[src/rtl/fp_mul_pkg.sv]
// Shared types and constants for the FP32 multiply sequencer.
//  state_e  : sequencer FSM states
//  class_e  : operand classification (denormals are reported as zero)
//  QNAN     : canonical quiet NaN returned for invalid operations and timeouts
//  EXP_MAX  : all-ones biased exponent (Inf/NaN)
//  FLAG_*   : bit positions inside the 4-bit result flag vector
package fp_mul_pkg;

  typedef enum logic [2:0] {
    StIdle,
    StIssue,
    StWait,
    StNorm,
    StOut
  } state_e;

  typedef enum logic [1:0] {
    ClsZero,
    ClsNormal,
    ClsInf,
    ClsNan
  } class_e;

  localparam logic [31:0] QNAN    = 32'h7FC0_0000;
  localparam logic [7:0]  EXP_MAX = 8'hFF;

  localparam int unsigned FLAG_INVALID   = 0;
  localparam int unsigned FLAG_OVERFLOW  = 1;
  localparam int unsigned FLAG_UNDERFLOW = 2;
  localparam int unsigned FLAG_TIMEOUT   = 3;

endpackage

[src/rtl/fp_operand_class.sv]
// Combinational IEEE-754 single-precision operand classifier.
//  op   in   32  operand
//  cls  out  2   ClsZero / ClsNormal / ClsInf / ClsNan
//  sign out  1   sign bit
//  exp  out  8   biased exponent field
//  mant out  23  fraction field
// Denormals (exp==0, mant!=0) are classified as zero so they get flushed.
module fp_operand_class
  import fp_mul_pkg::*;
(
  input  logic [31:0] op,
  output class_e      cls,
  output logic        sign,
  output logic [7:0]  exp,
  output logic [22:0] mant
);

  assign sign = op[31];
  assign exp  = op[30:23];
  assign mant = op[22:0];

  always_comb begin
    cls = ClsNormal;
    if (exp == EXP_MAX) begin
      cls = (mant != '0) ? ClsNan : ClsInf;
    end else if (exp == 8'h00) begin
      cls = ClsZero;
    end
  end

endmodule

[src/rtl/fp_mul_sequencer.sv]
// Controller for the FP32 multiply path. Captures an operand pair, resolves Zero/Inf/NaN
// combinations locally and sends normal pairs to an external 24x24 mantissa multiplier, then
// normalises (truncating) and packs the product.
//  clk, rst              clock (rising edge), asynchronous active-high reset
//  in_valid/in_ready     operand handshake; in_ready is high only in StIdle
//  in_a, in_b            IEEE-754 single operands
//  mul_start             one-cycle request to the multiplier
//  mul_a, mul_b          {1,mantissa}, stable from mul_start until WAIT is left, else 0
//  mul_done, mul_p       multiplier product valid / 48-bit product (sampled only in WAIT)
//  res_valid/res_ready   result handshake; res and res_flags held until accepted
//  res_flags             {timeout, underflow, overflow, invalid}
// Optional feature macro FPM_STICKY_FLAGS_EN adds flags_clr (in) and sticky_flags (out), an
// accumulation of res_flags over accepted results.
module fp_mul_sequencer
  import fp_mul_pkg::*;
#(
  parameter int unsigned BIAS    = 127,
  parameter int unsigned TIMEOUT = 32
) (
  input  logic        clk,
  input  logic        rst,
`ifdef FPM_STICKY_FLAGS_EN
  input  logic        flags_clr,
  output logic [3:0]  sticky_flags,
`endif
  input  logic        in_valid,
  output logic        in_ready,
  input  logic [31:0] in_a,
  input  logic [31:0] in_b,
  output logic        mul_start,
  output logic [23:0] mul_a,
  output logic [23:0] mul_b,
  input  logic        mul_done,
  input  logic [47:0] mul_p,
  output logic        res_valid,
  input  logic        res_ready,
  output logic [31:0] res,
  output logic [3:0]  res_flags
);

  localparam int unsigned WdogW = (TIMEOUT > 2) ? $clog2(TIMEOUT) : 1;
  localparam logic [WdogW-1:0] WdogLast = WdogW'(TIMEOUT - 1);

  state_e           state_q, state_d;
  logic [31:0]      a_q, a_d, b_q, b_d;
  // Only p[47:23] matters after truncation: leading bit plus 24 candidate mantissa bits.
  logic [24:0]      p_q, p_d;
  logic [WdogW-1:0] wdog_q, wdog_d;
  logic [31:0]      res_q, res_d;
  logic [3:0]       flags_q, flags_d;

  logic       unused_mul_p;
  assign unused_mul_p = ^mul_p[22:0];

  class_e      cls_a, cls_b;
  logic        sign_a, sign_b, sign_r;
  logic [7:0]  exp_a, exp_b;
  logic [22:0] mant_a, mant_b;

  fp_operand_class u_class_a (
    .op   (a_q),
    .cls  (cls_a),
    .sign (sign_a),
    .exp  (exp_a),
    .mant (mant_a)
  );

  fp_operand_class u_class_b (
    .op   (b_q),
    .cls  (cls_b),
    .sign (sign_b),
    .exp  (exp_b),
    .mant (mant_b)
  );

  assign sign_r = sign_a ^ sign_b;

  // Special-case resolution, in priority order.
  logic        special;
  logic [31:0] special_res;
  logic [3:0]  special_flags;

  always_comb begin
    special       = 1'b1;
    special_res   = QNAN;
    special_flags = '0;
    if (cls_a == ClsNan || cls_b == ClsNan) begin
      special_flags[FLAG_INVALID] = 1'b1;
    end else if ((cls_a == ClsInf && cls_b == ClsZero) || (cls_a == ClsZero && cls_b == ClsInf)) begin
      special_flags[FLAG_INVALID] = 1'b1;
    end else if (cls_a == ClsInf || cls_b == ClsInf) begin
      special_res = {sign_r, EXP_MAX, 23'd0};
    end else if (cls_a == ClsZero || cls_b == ClsZero) begin
      special_res = {sign_r, 8'h00, 23'd0};
    end else begin
      special = 1'b0;
    end
  end

  // Normalisation of the latched product.
  logic signed [9:0] e_raw, e_adj;
  logic [22:0]       m_norm;
  logic [31:0]       norm_res;
  logic [3:0]        norm_flags;

  always_comb begin
    e_raw      = $signed({2'b00, exp_a}) + $signed({2'b00, exp_b}) - $signed(10'(BIAS));
    e_adj      = e_raw + $signed({9'd0, p_q[24]});
    m_norm     = p_q[24] ? p_q[23:1] : p_q[22:0];
    norm_flags = '0;
    if (e_adj >= 10'sd255) begin
      norm_res                  = {sign_r, EXP_MAX, 23'd0};
      norm_flags[FLAG_OVERFLOW] = 1'b1;
    end else if (e_adj <= 10'sd0) begin
      norm_res                   = {sign_r, 8'h00, 23'd0};
      norm_flags[FLAG_UNDERFLOW] = 1'b1;
    end else begin
      norm_res = {sign_r, e_adj[7:0], m_norm};
    end
  end

  always_comb begin
    state_d   = state_q;
    a_d       = a_q;
    b_d       = b_q;
    p_d       = p_q;
    wdog_d    = wdog_q;
    res_d     = res_q;
    flags_d   = flags_q;
    mul_start = 1'b0;
    unique case (state_q)
      StIdle: begin
        if (in_valid) begin
          a_d     = in_a;
          b_d     = in_b;
          state_d = StIssue;
        end
      end
      StIssue: begin
        wdog_d = '0;
        if (special) begin
          res_d   = special_res;
          flags_d = special_flags;
          state_d = StOut;
        end else begin
          mul_start = 1'b1;
          state_d   = StWait;
        end
      end
      StWait: begin
        // A product arriving on the last watchdog cycle is still taken.
        if (mul_done) begin
          p_d     = mul_p[47:23];
          state_d = StNorm;
        end else if (wdog_q == WdogLast) begin
          res_d                 = QNAN;
          flags_d               = '0;
          flags_d[FLAG_TIMEOUT] = 1'b1;
          state_d               = StOut;
        end else begin
          wdog_d = wdog_q + 1'b1;
        end
      end
      StNorm: begin
        res_d   = norm_res;
        flags_d = norm_flags;
        state_d = StOut;
      end
      StOut: begin
        if (res_ready) begin
          state_d = StIdle;
        end
      end
      default: state_d = StIdle;
    endcase
  end

  always_ff @(posedge clk or posedge rst) begin
    if (rst) begin
      state_q <= StIdle;
      a_q     <= '0;
      b_q     <= '0;
      p_q     <= '0;
      wdog_q  <= '0;
      res_q   <= '0;
      flags_q <= '0;
    end else begin
      state_q <= state_d;
      a_q     <= a_d;
      b_q     <= b_d;
      p_q     <= p_d;
      wdog_q  <= wdog_d;
      res_q   <= res_d;
      flags_q <= flags_d;
    end
  end

  logic mul_hold;
  assign mul_hold  = (state_q == StIssue && !special) || state_q == StWait;
  assign mul_a     = mul_hold ? {1'b1, mant_a} : '0;
  assign mul_b     = mul_hold ? {1'b1, mant_b} : '0;
  assign in_ready  = (state_q == StIdle);
  assign res_valid = (state_q == StOut);
  assign res       = res_q;
  assign res_flags = flags_q;

`ifdef FPM_STICKY_FLAGS_EN
  logic [3:0] sticky_q, sticky_d;

  // Clear applies first so bits set by a same-cycle handshake survive.
  always_comb begin
    sticky_d = flags_clr ? 4'd0 : sticky_q;
    if (res_valid && res_ready) begin
      sticky_d = sticky_d | flags_q;
    end
  end

  always_ff @(posedge clk or posedge rst) begin
    if (rst) begin
      sticky_q <= '0;
    end else begin
      sticky_q <= sticky_d;
    end
  end

  assign sticky_flags = sticky_q;
`endif

endmodule

[config.mk]
export PLATFORM = sky130hd
export DESIGN_NAME = fp_mul_sequencer
export DESIGN_NICKNAME = d
export VERILOG_FILES = /design/src/rtl/fp_mul_pkg.sv /design/src/rtl/fp_operand_class.sv /design/src/rtl/fp_mul_sequencer.sv
export SDC_FILE = /design/constraint.sdc
export NUM_CORES = 1
export LEC_CHECK = 0
export ABC_AREA = 1
export CAP_MARGIN = 20
export CORE_ASPECT_RATIO = 0.75
export CORE_UTILIZATION = 60
export CTS_CLUSTER_DIAMETER = 30
export DETAILED_ROUTE_END_ITERATION = 10
export DONT_BUFFER_PORTS = 1
export PLACE_DENSITY = 0.79
export SETUP_SLACK_MARGIN = 0.3
export SLEW_MARGIN = 20
export SYNTH_ARGS = -nofsm -noshare
export SYNTH_HDL_FRONTEND = slang
export SYNTH_SLANG_ARGS = --single-unit
[constraint.sdc]
create_clock -name clk -period 8.6 [get_ports clk]
set_input_delay 2.15 -clock clk [delete_from_list [all_inputs] [get_ports clk]]
set_output_delay 2.15 -clock clk [all_outputs]
set_load 0.01 [all_outputs]
==> reports/summary.txt <==
Hold_buf cts - 0
Seq pwr share - 0.312
RSZ-0062 raised after global routing - no
# IOs - 204
Post-Syn Area - 0.00678 mm²
Leak Pwr - 3.79 nW
Failing checks - design-rule violations
Clk buf depth - 2
Critical path fanouts, max - 46
Post-DRT Antenna Nets - 0
CP Launch Type - flop
PwrDens - 476 mW/mm²
CTS root buf - clkbuf_16
GRT Util Overall - 0.263
Final Setup Violations - 0
Commonest cells after routing, fill and taps aside - nand2_1 (167), nor2_1 (141), dfrtp_1 (133), inv_1 (99), a21oi_1 (69)
Layout Skew - 0.00975 ns
Synth async-reset ratio - 1.00
Max VDD drop - 252 µV
Slew @ Worst Pin - 0.892 ns
Cells after synthesis - 821
Switching pwr - 1.60 mW
Residual DRC - 4
Final wirelength - 14.8 mm
CTS H-tree depth - 4
Post-synthesis sequential area ratio - 0.491
Fin crit share - 0.574
Post-DR wirelength/cell - 15.4 µm
Syn nets - 957
Number of port buffers - 0
Initial antenna violation count - 0
Cell Rows - 33
First-pass iteration count of the detailed router - 8
Worst-path clk slew - 0.06 ns
Hpwl dp - 10.7 mm
Worst Path Required - 6.45 ns
TritonCTS Buffers - 17
Sw Ratio - 0.452
Fin Setup TNS - 0 ns
Placed cell areas - 0.00681 mm²
DIE AREA - 0.0117 mm²
Grt peak-use layer - met2
Most common cell after layout, fill and taps aside - nand2_1
Cell Int Power - 1.94 mW
Min-Delay Path Class - reg -> reg
Fill cells - 887
Starting density of the core - 0.617
First-pass GRT wire length - 24.4 mm
Syn Area/Cell - 8.26 µm²
Largest net degree at the start of global routing - 82
Max_cap viols - 0
Setup CP Type - reg -> out
#FFs+latches synth - 133
Post-synth EDFFs - 0
Via-to-Cell Ratio - 5.57
Die Ht - 94.1 µm
Number of global-route vias before repair - 5088
CP arrival - 2.79 ns
Area of the core - 0.0110 mm²
Fin area - 0.00745 mm²
CTS tree - built
Met3 Usage GRT - 0.0564
Main flop type after synthesis - dfrtp_1
Die Wd - 125 µm
Ys Warns - 0
Status - complete, but fails checks
Total grt overflow - 0
DR vias - 5364
Cts repair resizes - 0
DR iter-0 viols - 466
Ratio of cells with drive above 1 in the final layout - 0.102
Antenna Cells - 0
Gpl congestion - 0.827
Layout Nets - 946
Fmax - 0.202 GHz
Final hold vios - 0
Slew Limit Headroom - 0.405
Met1 usage - 0.348
Slew Limit Fails - 0
CP Capture Type - primary output
Met2 Use GR - 0.438
Clk sinks - 133
Comb power frac - 0.470
Period minus WS final - 4.94 ns
Clock power share - 0.218
Later-pin clock latency in the skew report - 0.41 ns
Synthesis-to-layout area growth - 9.91%
Postcts setup bufs - 0
Netlist cell types - 38
Yosys cell counts, types with 2 or more instances:
library cell | count | area, µm²
inv_2 | 2 | 7.51
dfrtp_1 | 133 | 3330
mux2_2 | 3 | 33.8
nor2_1 | 142 | 533
buf_2 | 12 | 60.1
nand2_2 | 7 | 43.8
clkbuf_1 | 14 | 52.6
nand4_1 | 14 | 87.6
nor2_2 | 2 | 12.5
nor3_2 | 2 | 20.0
inv_1 | 100 | 375
or2_4 | 2 | 17.5
mux2_1 | 7 | 78.8
o21ai_2 | 20 | 175
o21ai_1 | 4 | 20.0
o21ai_0 | 14 | 70.1
nor4_2 | 2 | 25.0
a32o_1 | 2 | 20.0
nand3_2 | 5 | 50.1
buf_6 | 4 | 45.0
nor3_1 | 4 | 20.0
ha_1 | 18 | 225
nand2_1 | 167 | 627
mux2i_1 | 18 | 180
nand3_1 | 40 | 200
a21oi_1 | 69 | 345
buf_4 | 3 | 22.5
per-stage QoR:
stage                     total power [mW]  instances  hold slack (ns)  worst slack (ns)  utilization
after global placement                2.67        931            0.456              4.16        0.620
after detailed placement              2.76        931            0.470              4.09        0.620
after global routing                  3.84        963            0.521              3.39        0.679
after floorplan                       2.47        821            0.441              2.90            -
final                                 3.54        963            0.483              3.66        0.679
after CTS                             3.55        963            0.486              3.66        0.679
power groups by stage:
stage / registers, mW / logic, mW / clock network [mW]
finish: 1.11 / 1.67 / 0.772
global route: 1.14 / 1.89 / 0.815
CTS: 1.10 / 1.66 / 0.783
detailed placement: 1.11 / 1.65 / 0
global placement: 1.10 / 1.57 / 0
floorplan: 1.05 / 1.41 / 0
registers in the layout, indices dropped and copies added (netlist names):
| name | cells |
|---|---|
| res | 32 |
| a_q | 32 |
| p_q | 25 |
| wdog_q | 5 |
| b_q | 32 |
| state_q | 3 |
| res_flags | 4 |
critical path: stages, from the launching register on:
cell and delay [ns]:
dfrtp_1 0.37, inv_1 0.09, nand4_1 0.10, nor2_1 0.19
nand3_1 0.13, nor2_1 0.15, nor2_1 0.09, nand3_1 0.19
nand2_1 0.25, inv_2 0.59, nor2_1 0.21
final timing paths:
check	to	cells past startpoint	from	slack, ns
max	mul_b[6]	10	b_q[6]	3.66
min	p_q[0]	2	p_q[0]	0.48
max reg2reg	res[21]	15	p_q[24]	5.58
min reg2reg	p_q[0]	2	p_q[0]	0.48
max in group asynchronous	wdog_q[0]	2	rst	5.45
min in group asynchronous	a_q[8]	1	rst	1.74
area by class of cell:
cell class                 instances  area, µm²  share of cell area
multi-input combinational        552       2890               0.388
inverter                         102        385              0.0517
clock buffer                      19        443              0.0594
timing repair buffer               4       30.0             0.00403
tap                              140        175              0.0235
sequential                       133       3330               0.447
clock inverter                    13        198              0.0265
cell families (layout without fill, tap and decap cells):
kind of cell,after synthesis,in the layout,share of synthesized area
buffers and inverters,136,138,0.0836
flip-flops,133,133,0.491
multiplexers,28,28,0.0432
AO/OA/AOI/OAI,111,111,0.0952
AND/OR/NAND/NOR,392,392,0.248
adder cells (fa/ha/maj),19,19,0.0362
XOR/XNOR,2,2,0.00258
per-layer routing:
| metal | up-vias | part of all wire |
|---|---|---|
| li1 | 2595 | - |
| met1 | 2612 | 0.46 |
| met2 | 143 | 0.48 |
| met3 | 14 | 0.051 |
| met4 | 0 | 0.012 |
| met5 | - | 0 |
No activity file was read; power rests on OpenSTA's default activity.
